===== config.mk =====
export PLATFORM = sky130hd
export DESIGN_NAME = he_lut_apply
export DESIGN_NICKNAME = d
export VERILOG_FILES = /design/src/rtl/he_lut_apply.sv
export SDC_FILE = /design/constraint.sdc
export NUM_CORES = 2
export LEC_CHECK = 0
export CORE_AREA = 2 2 376 378
export DETAILED_ROUTE_END_ITERATION = 10
export DIE_AREA = 0 0 378 380
export GPL_ROUTABILITY_DRIVEN = 0
export PLACE_DENSITY = 0.76
export SYNTH_ARGS = -nofsm -noshare
export SYNTH_HDL_FRONTEND = slang
export SYNTH_SLANG_ARGS = --single-unit

===== constraint.sdc =====
create_clock -name clk -period 4.55 [get_ports clk]
set_input_delay 0.91 -clock clk [delete_from_list [all_inputs] [get_ports clk]]
set_output_delay 0.91 -clock clk [all_outputs]
set_load 0.1 [all_outputs]

===== src/rtl/he_lut_apply.sv =====
// Histogram-equalization LUT applier: loads a MAX_VALUE-entry mapping table from the
// HE calculator stream, then remaps one frame of pixels onto a valid/ready output.
module he_lut_apply #(
    parameter int DWIDTH    = 8,
    parameter int AWIDTH    = 21,
    parameter int MAX_VALUE = 256,
    parameter int TOTAL_PIX = 1091840
) (
    input  logic              clk,
    input  logic              reset,
    input  logic              start,
    input  logic              lut_valid,
    input  logic [AWIDTH-1:0] lut_in,
    input  logic              pix_valid,
    input  logic [DWIDTH-1:0] pix_in,
    output logic              pix_ready,
    output logic              out_valid,
    output logic [DWIDTH-1:0] out_pix,
    input  logic              out_ready,
    output logic              done,
    output logic [3:0]        state
);

    localparam int LCW = $clog2(MAX_VALUE) + 1;
    localparam logic [LCW-1:0]    LUT_LAST   = LCW'(MAX_VALUE - 1);
    localparam logic [AWIDTH-1:0] SAT_MAX    = AWIDTH'(MAX_VALUE - 1);
    localparam logic [AWIDTH-1:0] PIX_TOTAL  = AWIDTH'(TOTAL_PIX);
    localparam logic [AWIDTH-1:0] FRAME_LAST = AWIDTH'(TOTAL_PIX - 1);

    typedef enum logic [3:0] {
        S_IDLE = 4'b0001,
        S_LOAD = 4'b0010,
        S_RUN  = 4'b0100,
        S_DONE = 4'b1000
    } state_t;

    state_t state_q, state_d;

    logic [LCW-1:0]    lut_cnt;
    logic [AWIDTH-1:0] pix_cnt;
    logic [AWIDTH-1:0] out_cnt;
    logic [DWIDTH-1:0] lut [MAX_VALUE];
    logic [DWIDTH-1:0] lut_sat;
    logic              in_hs;
    logic              out_hs;

    always_comb begin
        pix_ready = (state_q == S_RUN) && (pix_cnt < PIX_TOTAL) && (!out_valid || out_ready);
        in_hs     = pix_valid && pix_ready;
        out_hs    = (state_q == S_RUN) && out_valid && out_ready;
        lut_sat   = (lut_in > SAT_MAX) ? DWIDTH'(MAX_VALUE - 1) : lut_in[DWIDTH-1:0];
        done      = (state_q == S_DONE);
        state     = state_q;
    end

    always_comb begin
        state_d = state_q;
        case (state_q)
            S_IDLE: if (start) state_d = S_LOAD;
            S_LOAD: if (lut_valid && lut_cnt == LUT_LAST) state_d = S_RUN;
            S_RUN:  if (out_hs && out_cnt == FRAME_LAST) state_d = S_DONE;
            S_DONE: state_d = S_IDLE;
            default: state_d = S_IDLE;
        endcase
    end

    always_ff @(posedge clk) begin
        if (reset) state_q <= S_IDLE;
        else       state_q <= state_d;
    end

    // Table has no reset: contents are meaningless until a full load completes.
    always_ff @(posedge clk) begin
        if (state_q == S_LOAD && lut_valid)
            lut[lut_cnt[LCW-2:0]] <= lut_sat;
    end

    always_ff @(posedge clk) begin
        if (reset) begin
            lut_cnt   <= '0;
            pix_cnt   <= '0;
            out_cnt   <= '0;
            out_valid <= 1'b0;
            out_pix   <= '0;
        end else begin
            case (state_q)
                S_IDLE: if (start) lut_cnt <= '0;
                S_LOAD: begin
                    if (lut_valid) begin
                        lut_cnt <= lut_cnt + LCW'(1);
                        if (lut_cnt == LUT_LAST) begin
                            pix_cnt <= '0;
                            out_cnt <= '0;
                        end
                    end
                end
                S_RUN: begin
                    // A new input overrides the drain so the output register never bubbles.
                    if (in_hs) begin
                        out_pix   <= lut[pix_in];
                        out_valid <= 1'b1;
                        pix_cnt   <= pix_cnt + AWIDTH'(1);
                    end else if (out_hs) begin
                        out_valid <= 1'b0;
                    end
                    if (out_hs) out_cnt <= out_cnt + AWIDTH'(1);
                end
                S_DONE: out_valid <= 1'b0;
                default: ;
            endcase
        end
    end

endmodule


**Word level (Yosys, flattened, before mapping)**

Memory sizes are Yosys's and may differ from the RTL's. A register that Yosys moved wholly into a read port is not among the register bits.
Index checks and enable logic that the tools add are counted.

- Reduce and logical (&&, ||, !) cells: 19
- Eq/ne operators: 14
- Add/subtract/negate cells: 3
- Magnitude comparators: 2
- Muxes and demuxes: 19

Operator list:

| cell | count |
|---|---|
| 21-bit 2-to-1 mux | 4 |
| 21-bit one-hot mux with 2 select lines | 2 |
| 21-bit by 1-bit adder with 21-bit output, second input constant | 2 |
| 21-bit == test, second input constant | 1 |
| 21-bit by 8-bit greater-than comparator with 1-bit output, second input constant | 1 |
| 21-bit less-than comparator, second input constant | 1 |
| 9-bit 2-to-1 mux | 2 |
| 9-bit one-hot mux with 2 select lines | 1 |
| 4-bit 2-to-1 mux | 3 |
| 2-bit != test, second input constant | 6 |
| 4-bit one-hot mux with 3 select lines | 1 |
| 9-bit by 1-bit adder with 9-bit output, second input constant | 1 |
| 9-bit by 8-bit == test with 1-bit output, second input constant | 1 |
| 1-bit logical AND | 8 |
| 8-bit 2-to-1 mux | 1 |
| 4-bit AND reduction | 2 |
| 3-bit AND reduction | 2 |
| 2-bit nonzero test | 3 |
| 4-bit by 1-bit == test with 1-bit output, second input constant | 1 |
| 4-bit by 2-bit == test with 1-bit output, second input constant | 1 |
| 4-bit by 3-bit == test with 1-bit output, second input constant | 1 |
| 4-bit == test, second input constant | 1 |
| 1-bit 2-to-1 mux | 4 |
| 2-bit AND reduction | 2 |
| other kinds (5) | 5 |

- Bits in writable memories: 2048
- Memories kept: 1
- Output and inout port bits: 15
- Register bits after elaboration: 56
- Word-level logic and storage cells: 63

Memory list:

| name | words | width | read ports | clocked after memory_dff | wr ports | line | RTL |
|---|---|---|---|---|---|---|---|
| lut | 256 | 8 | 1 | 1 | 1 | 42 | `logic [DWIDTH-1:0] lut [MAX_VALUE];` |

**Depth between registers and ports, before layout**

- Depth after elaboration: 6
- Gate-level depth with buffers: 14
- Depth with buffers taken out: 11

**Least setup slack after synthesis**

No wires, ideal clock.

- Kind: flip-flop to output port
- Start: register state_q[3] (netlist: state[3])
- End: output port done
- Cell stages (with the launch flop): 3
- Data arrival time: 4.483 ns
- Required time: 3.640 ns
- Slack: -0.843 ns
- Cells stage by stage: dfxtp_1 buf_2 nor4b_1

- Word-level cells in the longest chain between the ends: 1

RTL lines:

| element | line | RTL |
|---|---|---|
| start: declaration | 37 | `state_t state_q, state_d;` |
| start signal: assignment | 69 | `else state_q <= state_d;` |
| 4-bit == test | 52 | `done = (state_q == S_DONE);` |
| end: declaration | 20 | `output logic done,` |

Every way passes these cells.

**Final worst setup path**

Same ends and word-level chain as after synthesis.

==> impl_results.md <==
- Drt wl/cell: 29.5 um
- Clock-pin slew on the worst setup and hold paths: 0.06 ns
- Initial antenna violation count: 3
- FMAX: 260 MHz
- Max-slew violations: 0
- Area leader, netlist: edfxtp_1
- Final worst clock skew: 0.0327 ns
- Avg Cell Area, Syn: 18.9 um^2
- Clock power frac: 41.9%
- # nets final: 4,859
- CP Launch Type: register
- Final worst setup slack: 0.700 ns
- CP required: 3.64 ns
- Synth-to-Final Area Change: 13.5%
- Combinational cell fraction of total power: 3.2%
- Cell internal pwr: 30.4 mW
- Clock sinks: 2,112
- Synth Flop Type: edfxtp_1
- RSZ-0062 raised after global routing: false
- Syn_nets: 4,448
- Worst r2r src: lut_cnt[4]$_SDFFE_PP0P_
- Post-cts sizing count: 0
- DRT antenna net count: 0
- Gate Count Post-Synth: 4,406
- #FFs+latches synth: 2,112
- Leakage Power: 36.7 nW
- Post-route cell area: 94,300 um^2
- Relative slew slack: 14.8%
- Most common cell after layout, fill and taps aside: edfxtp_1
- Cell Count Post-Placement: 6,493
- Worst-skew pair later-pin latency: 0.85 ns
- CTS tree: yes
- Mean number of vias per cell: 6.54
- 1st-iter DRT viols: 6,359
- Post-Place Cell Area: 88,000 um^2
- Sw frac: 20.4%
- Largest net degree at the start of global routing: 209
- TritonCTS Buffers: 198
- I/O Buffers: 49
- Root Driver: clkbuf_16
- CP Class: reg2out
- Via count: 44,900
- H-tree depth: 4
- Cell Pwr Density: 406 nW/um^2
- Synth async-reset ratio: 0%
- Dpl hpwl: 124,000 um
- Total wire length: 203,000 um
- Fin. Hold Viols: 0
- Die ar.: 144,000 um^2
- Slew @ Worst Pin: 1.28 ns
- Worst path slowest cell: clkdlybuf4s50_1
- Critical path arrival: 2.94 ns
- Min Tclk post-route: 3.85 ns
- Seq/Total Area, Yosys: 75.5%
- Max incr delay on CP: 1.19 ns
- EDFF count, synth: 2,048
- Site row count: 137
- GRT Total Usage: 28.5%
- Top cells by area, synth: edfxtp_1 (74%), mux4_2 (7.9%), mux2i_1 (5.9%), a22oi_1 (1.6%), nor2_1 (1.6%)
- Crit end category: primary output
- First-pass DRT Iterations: 8
- Sw power: 7.82 mW
- Setup TNS: 0 ns
- Peak supply drop: 406 uV
- Mapped Area: 83,100 um^2
- Cts hold-fix bufs: 0
- IO Pins: 50
- Die width: 378 um
- Status: finished clean
- Fraction of layout cells with a size suffix above 1: 20.8%
- Core region area: 139,000 um^2
- Grt ovf: 0
- Vias in the first global route: 44,500
- Initial Utilization: 59.7%
- DRC viols: 0
- Max Cap Violations: 0
- Pre-CTS setup slack: 0.191 ns
- CP Max Fanout: 11
- Fin crit share: 84.6%
- Commonest non-fill, non-tap cells in the layout: edfxtp_1 (2,048), mux2i_1 (489), buf_4 (392), nor2_1 (353), mux4_2 (290)
- Hold_ws: 0.491 ns
- CP Launch Point: state[3]$_SDFFE_PP0P_
- Final setup violating endpoints: 0
- HP Start: out_cnt[1]$_SDFFE_PP0P_
- Layout Cells excl Fill: 6,864
- Sequential Power Share: 55.0%
- Die Height: 380 um
- Synth top area share: 74.0%
- Worst Hold Class: reg2reg
- First-pass GRT wire length: 297,000 um
- Post-CTS setup buffers: 0
- CTS max path bufs: 3
- Synth Warn #: 0
- CP cell instances: nor4b_2, clkdlybuf4s50_1
- Synth cell types: 75
[layer usage]
metal	wire, um	GRT usage (%)	up-vias
li1	-	-	18800
met1	76200	40.0	22900
met2	95700	43.9	2779
met3	22600	6.49	428
met4	8260	11.5	2
met5	18	0	-
[area by class of cell]
| cell class | instances | area [um^2] |
|---|---|---|
| multi-input cells | 2017 | 18700 |
| clock buffers | 260 | 5330 |
| flip-flops and latches | 2112 | 62800 |
| diodes | 2 | 5.00 |
| repair buffers | 476 | 4160 |
| clock inverters | 109 | 920 |
| well taps | 1876 | 2350 |
| inverters | 12 | 45.0 |
| fillers | 8607 | 44900 |
[state kept, by name, indices dropped and copies added (netlist names)]
name       count
lut_cnt        9
state          4
out_valid      1
lut         2048
pix_cnt       21
out_pix        8
out_cnt       21
[synthesized netlist by cell type, drive strengths merged, types with 8 or more instances]
library cell and n:
edfxtp 2048, mux2i 489, nor2 355, mux4 290
a22oi 180, buf 174, nand2 125, clkbuf 91
a221oi 78, dfxtp 64, nand3 63, a21oi 59
o22ai 42, o211ai 30, nand4 28, o21ai 25
a22o 21, xor2 19, and3 16, nor3 16
nor2b 15, and4 14, or2 13, and2 11
inv 11, xnor2 11, a31oi 10, nor4 10
or3 9, a311oi 8, o31a 8
[power by group through the flow]
stage	Combinational [mW]	Sequential, mW	Clock (mW)
floorplan	0.776	21.5	0
global placement	1.18	21.4	0
detailed placement	1.19	21.4	0
CTS	1.19	21.0	16.2
global route	1.25	21.0	16.9
finish	1.21	21.0	16.0
[final timing paths]
check	cells after the start	slack, ns	endpoint
setup / recovery	2	0.70	done
hold / removal	2	0.49	out_cnt[1]$_SDFFE_PP0P_
setup reg to reg	13	0.81	out_cnt[17]$_SDFFE_PP0P_
hold reg to reg	2	0.49	out_cnt[1]$_SDFFE_PP0P_
[metrics by stage]
stage	util (%)	total power [mW]
6_report	67.7	38.2
5_1_grt	67.7	39.1
4_1_cts	67.7	38.4
3_5_place_dp	63.3	22.6
3_3_place_gp	63.3	22.6
2_1_floorplan	-	22.2
[cells by family after synthesis]
| logic type | synth area share (%) |
|---|---|
| and+or+nand+nor | 3.93 |
| adders and majority gates | 0.105 |
| buffers and inverters | 2.02 |
| DFF | 75.5 |
| muxes | 13.7 |
| xor gates and xnor gates | 0.316 |
| AOI/OAI and AO/OA | 4.34 |
[critical path: cells and delay by family (launching register included)]
| family | cells | cell delay, ns |
|---|---|---|
| DFF | 1 | 0.56 |
| buffers and inverters | 1 | 1.19 |
| and+or+nand+nor | 1 | 0.35 |
Note: power is estimated with default switching activity, not from simulation.
